--- src/rtl/rns_sequencer.sv ---
// rns_sequencer: walks a run of RNS moduli. For each modulus it reads its
// parameters from an external table, restarts the RNS datapath with that
// configuration and waits for completion, with timeout and abort handling.
module rns_sequencer #(
   parameter int LOGI    = 4,
   parameter int M       = 17,
   parameter int SCALEW  = 12,
   parameter int TIMEOUT = 8320
) (
   input  logic              clk,
   input  logic              rst_n,
   input  logic              start,
   input  logic              abort,
   input  logic [LOGI:0]     num_moduli,
   input  logic [SCALEW-1:0] scale,
   output logic [LOGI-1:0]   param_rd_addr,
   input  logic [3+M:0]      param_rd_data,
   output logic              rns_rst,
   output logic [LOGI-1:0]   rns_modulus_select,
   output logic [SCALEW-1:0] rns_scale,
   output logic [3:0]        rns_current_k,
   output logic [M-1:0]      rns_qm,
   input  logic              rns_done,
   output logic              busy,
   output logic              done,
   output logic              err,
   output logic              modulus_done,
   output logic [LOGI-1:0]   cur_modulus
);

   // Counter is shared by ARM (2 cycles) and RUN (up to TIMEOUT cycles).
   localparam int              CW       = (TIMEOUT < 2) ? 2 : $clog2(TIMEOUT + 1);
   localparam logic [CW-1:0]   CNT_ONE  = CW'(1);
   localparam logic [CW-1:0]   CNT_LAST = CW'(TIMEOUT - 1);
   localparam logic [LOGI:0]   MAX_N    = {1'b1, {LOGI{1'b0}}};
   localparam logic [LOGI:0]   IDX_ONE  = {{LOGI{1'b0}}, 1'b1};

   typedef enum logic [2:0] {
      S_IDLE,
      S_FETCH,
      S_LATCH,
      S_ARM,
      S_RUN,
      S_NEXT,
      S_FINISH
   } state_t;

   state_t            state_reg, state_next;
   logic [LOGI:0]     idx_reg, idx_next;
   logic [LOGI:0]     nm_reg, nm_next;
   logic [SCALEW-1:0] scale_reg, scale_next;
   logic [CW-1:0]     cnt_reg, cnt_next;
   logic              err_reg, err_next;
   logic [LOGI-1:0]   sel_reg, sel_next;
   logic [SCALEW-1:0] rscale_reg, rscale_next;
   logic [3:0]        k_reg, k_next;
   logic [M-1:0]      qm_reg, qm_next;

   // State and datapath-configuration registers, asynchronously cleared.
   always_ff @(posedge clk or negedge rst_n) begin
      if (!rst_n) begin
         state_reg  <= S_IDLE;
         idx_reg    <= '0;
         nm_reg     <= '0;
         scale_reg  <= '0;
         cnt_reg    <= '0;
         err_reg    <= 1'b0;
         sel_reg    <= '0;
         rscale_reg <= '0;
         k_reg      <= '0;
         qm_reg     <= '0;
      end else begin
         state_reg  <= state_next;
         idx_reg    <= idx_next;
         nm_reg     <= nm_next;
         scale_reg  <= scale_next;
         cnt_reg    <= cnt_next;
         err_reg    <= err_next;
         sel_reg    <= sel_next;
         rscale_reg <= rscale_next;
         k_reg      <= k_next;
         qm_reg     <= qm_next;
      end
   end

   // Next-state logic; abort takes priority over everything in an active run.
   always_comb begin
      state_next  = state_reg;
      idx_next    = idx_reg;
      nm_next     = nm_reg;
      scale_next  = scale_reg;
      cnt_next    = cnt_reg;
      err_next    = err_reg;
      sel_next    = sel_reg;
      rscale_next = rscale_reg;
      k_next      = k_reg;
      qm_next     = qm_reg;

      if (abort && state_reg != S_IDLE && state_reg != S_FINISH) begin
         err_next   = 1'b1;
         state_next = S_FINISH;
      end else begin
         case (state_reg)
            S_IDLE: begin
               if (start) begin
                  if (num_moduli != '0 && num_moduli <= MAX_N) begin
                     nm_next    = num_moduli;
                     scale_next = scale;
                     err_next   = 1'b0;
                     idx_next   = '0;
                     state_next = S_FETCH;
                  end else begin
                     err_next   = 1'b1;
                     state_next = S_FINISH;
                  end
               end
            end
            S_FETCH: begin
               state_next = S_LATCH;
            end
            S_LATCH: begin
               k_next      = param_rd_data[3+M:M];
               qm_next     = param_rd_data[M-1:0];
               sel_next    = idx_reg[LOGI-1:0];
               rscale_next = scale_reg;
               cnt_next    = '0;
               state_next  = S_ARM;
            end
            S_ARM: begin
               if (cnt_reg == CNT_ONE) begin
                  cnt_next   = '0;
                  state_next = S_RUN;
               end else begin
                  cnt_next = cnt_reg + CNT_ONE;
               end
            end
            S_RUN: begin
               // The first RUN cycle (count 0) never honours rns_done.
               if (cnt_reg != '0 && rns_done) begin
                  state_next = S_NEXT;
               end else if (cnt_reg == CNT_LAST) begin
                  err_next   = 1'b1;
                  state_next = S_FINISH;
               end else begin
                  cnt_next = cnt_reg + CNT_ONE;
               end
            end
            S_NEXT: begin
               if (idx_reg == nm_reg - IDX_ONE) begin
                  state_next = S_FINISH;
               end else begin
                  idx_next   = idx_reg + IDX_ONE;
                  state_next = S_FETCH;
               end
            end
            S_FINISH: begin
               state_next = S_IDLE;
            end
            default: begin
               state_next = S_IDLE;
            end
         endcase
      end
   end

   // Status and strobes decode directly from the state register.
   always_comb begin
      busy         = (state_reg != S_IDLE);
      done         = (state_reg == S_FINISH);
      modulus_done = (state_reg == S_NEXT);
      rns_rst      = (state_reg == S_ARM);
   end

   assign err                = err_reg;
   assign cur_modulus        = idx_reg[LOGI-1:0];
   assign param_rd_addr      = idx_reg[LOGI-1:0];
   assign rns_modulus_select = sel_reg;
   assign rns_scale          = rscale_reg;
   assign rns_current_k      = k_reg;
   assign rns_qm             = qm_reg;

endmodule

--- config.mk ---
export PLATFORM = sky130hd
export DESIGN_NAME = rns_sequencer
export DESIGN_NICKNAME = d
export VERILOG_FILES = /design/src/rtl/rns_sequencer.sv
export SDC_FILE = /design/constraint.sdc
export NUM_CORES = 1
export LEC_CHECK = 0
export CAP_MARGIN = 0
export CORE_AREA = 8 8 112 93
export CTS_BUF_LIST = sky130_fd_sc_hd__clkbuf_16
export DETAILED_ROUTE_END_ITERATION = 16
export DIE_AREA = 0 0 120 101
export GPL_ROUTABILITY_DRIVEN = 0
export GPL_TIMING_DRIVEN = 0
export HOLD_SLACK_MARGIN = 0.08
export PLACE_DENSITY = 0.74
export RECOVER_POWER = 25
export SLEW_MARGIN = 10
export SYNTH_ARGS = -nofsm -noshare
export SYNTH_HDL_FRONTEND = slang
export SYNTH_SLANG_ARGS = --single-unit
--- constraint.sdc ---
create_clock -name clk -period 1.8 [get_ports clk]
set_input_delay 0.36 -clock clk [delete_from_list [all_inputs] [get_ports clk]]
set_output_delay 0.36 -clock clk [all_outputs]
set_load 0.005 [all_outputs]
==> metrics.yaml <==
run_status:
  status: "finished, violations left"
  failed_checks: "negative setup slack"
timing:
  fin_ws_ns: -0.236
  worst_pin_slew_ns: 0.949
  report.final.slew_viol_count: 0
  finalHoldViolCount: 0
  rsz0062_at_grt: "yes"
  setup_violations: 21
  timing.hold.ws_ns: 0.384
  finalCritPeriodShare_pct: 113
  period_needed_ns: 2.04
  relSlewSlack_pct: 36.8
  fmax_mhz: 491
  fin_skew_ns: 0.00461
global_route:
  track_usage_pct: 16.5
  grt_max_degree: 63
  antenna_found_initial: 0
  grt_pass1_wl_um: 16000
  first_global_vias: 3229
  gr-total-overflow: 0
cells_and_area:
  syn_to_final_growth_pct: 60.7
  n_antenna_cell: 0
  drive_gt1_share_pct: 44.4
  final_nets: 511
  largest_reg_flops: 17
  final_area_mm2: 0.00590
floorplan:
  start_util_pct: 42.1
  pin_count: 93
  fp.dieW_um: 120
  core-area_mm2: 0.00873
  die_area_mm2: 0.0121
  die_y_um: 101
  num_rows: 31
cts:
  worstSkewPairLatency_ns: 0.33
  htree_levels: 3
  clk_pin_slew_worst_paths_ns: 0.06
  cts_made_buffers: 9
  cts_sinks: 77
  cts_tree: "done"
  cts.path.max_buffers: 2
  cts-root-buf: "clkbuf_16"
detailed_routing:
  vias: 3080
  drtIter0Drc: 85
  ant_nets: 0
  route.detailed.drc: 0
  routedWlPerCell_um: 17.8
  dr.pass1.iters: 6
  via_per_inst: 5.28
  routed_wl_um: 10400
synthesis:
  synthTopCellsByArea: "dfrtp_1, mux2_2, xnor2_1, a21oi_1, ha_1"
  synth_top_area_share_pct: 52.5
  synth_top_area_cell: "dfrtp_1"
  yosys_register_bits: 77
  synth_nets: 363
  yosysWarnings: 0
  synthDistinctLibCells: 50
  synth_cells: 315
  synth.avg_cell_area_um2: 11.7
  syn_area_mm2: 0.00367
  ys_seq_area_share_pct: 52.5
critical_path:
  critPathRequiredTime_ns: 2.05
  cp-end-kind: "register"
  cp_max_fo: 8
  crit_type: "register to register"
  cp_slowest_stage_delay_ns: 0.43
  worstPathCellList: "inv_2 > ha_4 > nor3b_2 > and4_1 > o211ai_2 > a21o_4 > or4_4 > a21oi_2"
  slowest_stage: "dfrtp_1"
  cp.arrival_ns: 2.29
  start_kind: "register"
flow_run:
  max-cap-violations: 0
worst_hold_path:
  min_path_type: "primary input to register"
pwr:
  leakage_uw: 0.00246
  peakVddDrop_v: 0.000930
  power_density_mw_per_mm2: 1550
placed_design:
  dpl_cell_area_mm2: 0.00483
  port-buffer-count: 92
  post-dp-hpwl_um: 6430
## stage by stage
step	setup TNS [ns]	total power (uW)	utilization (%)	std cells	setup slack, ns
3_3_place_gp	-214.21	6240	55.0	522	-2.61
3_5_place_dp	-37.19	6350	55.3	523	-0.877
5_1_grt	-4.99	9670	67.6	583	-0.322
4_1_cts	-1.91	8630	63.7	564	-0.241
2_1_floorplan	-0.382	4710	-	315	-0.0791
6_report	-2.52	9140	67.6	583	-0.236
## synth_stat cells, drive strengths merged
library cell  instances
nor3                  3
xor2                  2
nor3b                 3
or3                   5
o22ai                 2
o21a                  1
a211oi                5
a311oi                1
and3                  3
and4                  3
maj3                  1
xnor2                11
a21oi                14
nand3                 7
nand4                 4
inv                  15
nor4                  4
a21boi                2
and2                  3
ha                    5
and3b                 1
a221oi                1
mux2i                 1
o211ai                3
nor4bb                1
dfrtp                77
nor2                 12
nor2b                 2
o21ai                15
o32a                  1
o31ai                 6
mux2                 54
a31o                  1
or4                   2
nand2b                2
a31oi                 3
a21o                  1
nand2                14
clkbuf                6
a22oi                 3
buf                  15
## path summary, 6_finish.rpt
check,start,to,slack [ns],depth (start not counted)
max in group asynchronous,rst_n,nm_reg[2],0.28,3
min reg2reg,err,err,0.48,1
min,num_moduli[3],nm_reg[3],0.38,2
min in group asynchronous,rst_n,rns_current_k[1],0.69,2
max,cnt_reg[1],cnt_reg[8],-0.24,8
max reg2reg,cnt_reg[1],cnt_reg[8],-0.24,8
## cells in the final DEF (no fill, tap or decap), types with 3 or more instances in the layout
master and count:
clkdlybuf4s50_1 82, dfrtp_1 66, mux2_2 52, buf_4 49, nand2_1 13, buf_6 11, dfrtp_2 11, xnor2_1 10
o21ai_1 9, a21oi_1 9, clkbuf_16 9, inv_1 8, nor2_1 8, nand3_1 6, inv_2 5, o31ai_2 5
nor4_4 4, nand4_1 4, a21oi_2 4, dlymetal6s2s_1 4, a211oi_4 3, nor3b_2 3, o21ai_0 3, and4_1 3
or3_1 3, o21ai_2 3, ha_4 3
## where the power goes
group / leakage [uW] / total [uW] / switching [uW] / internal [uW]
sequential: 0.000947 / 2930 / 492 / 2440
clock: 0.000145 / 1860 / 759 / 1100
combinational: 0.00136 / 4350 / 1720 / 2630
total: 0.00246 / 9140 / 2970 / 6170
## layout make-up
type	count	area, um^2
Buffer	17	154
Clock buffer	9	225
Clock inverter	7	82.6
Fill cell	642	2830
Inverter	15	61.3
Multi-Input combinational cell	202	1960
Sequential cell	77	1940
Tap cell	115	144
Timing Repair Buffer	141	1330
## metal layers
| layer | up-vias | wire (um) | share of wire [%] | global-route usage, % |
|---|---|---|---|---|
| li1 | 1419 | - | - | - |
| met1 | 1537 | 4000 | 39 | 17.9 |
| met2 | 111 | 5250 | 51 | 28.2 |
| met3 | 13 | 955 | 9.2 | 8.06 |
| met4 | 0 | 146 | 1.4 | 4.69 |
| met5 | - | 0 | 0 | 0 |
## critical path: cells and delay by family (launching register included)
kind | cells | cell delay [ns]
buffers and inverters | 1 | 0.11
flip-flops | 1 | 0.43
adder cells (fa/ha/maj) | 1 | 0.13
AO/OA/AOI/OAI | 3 | 0.52
AND/OR/NAND/NOR | 3 | 0.78
## what timing repair did
action / in CTS / in global routing
endpoints found under the setup margin: 87 / 78
endpoints found under the hold margin: 15 / 0
hold buffers: 1 / 0
resized for setup: 68 / 49
pin swaps: 31 / 17
gates cloned: 1 / 0
buffers inserted: 27 / 22
## cell families (layout without fill, tap and decap cells)
| kind of cell | Yosys count | count (layout) | share of synthesized area (%) |
|---|---|---|---|
| buf+inv | 36 | 189 | 4.67 |
| fa+ha+maj | 6 | 6 | 1.98 |
| simple gates | 69 | 69 | 10.5 |
| compound gates | 59 | 59 | 10.4 |
| xor+xnor | 13 | 13 | 3.10 |
| flops | 77 | 77 | 52.5 |
| mux | 55 | 55 | 16.8 |
Note: power is estimated with default switching activity, not from simulation.
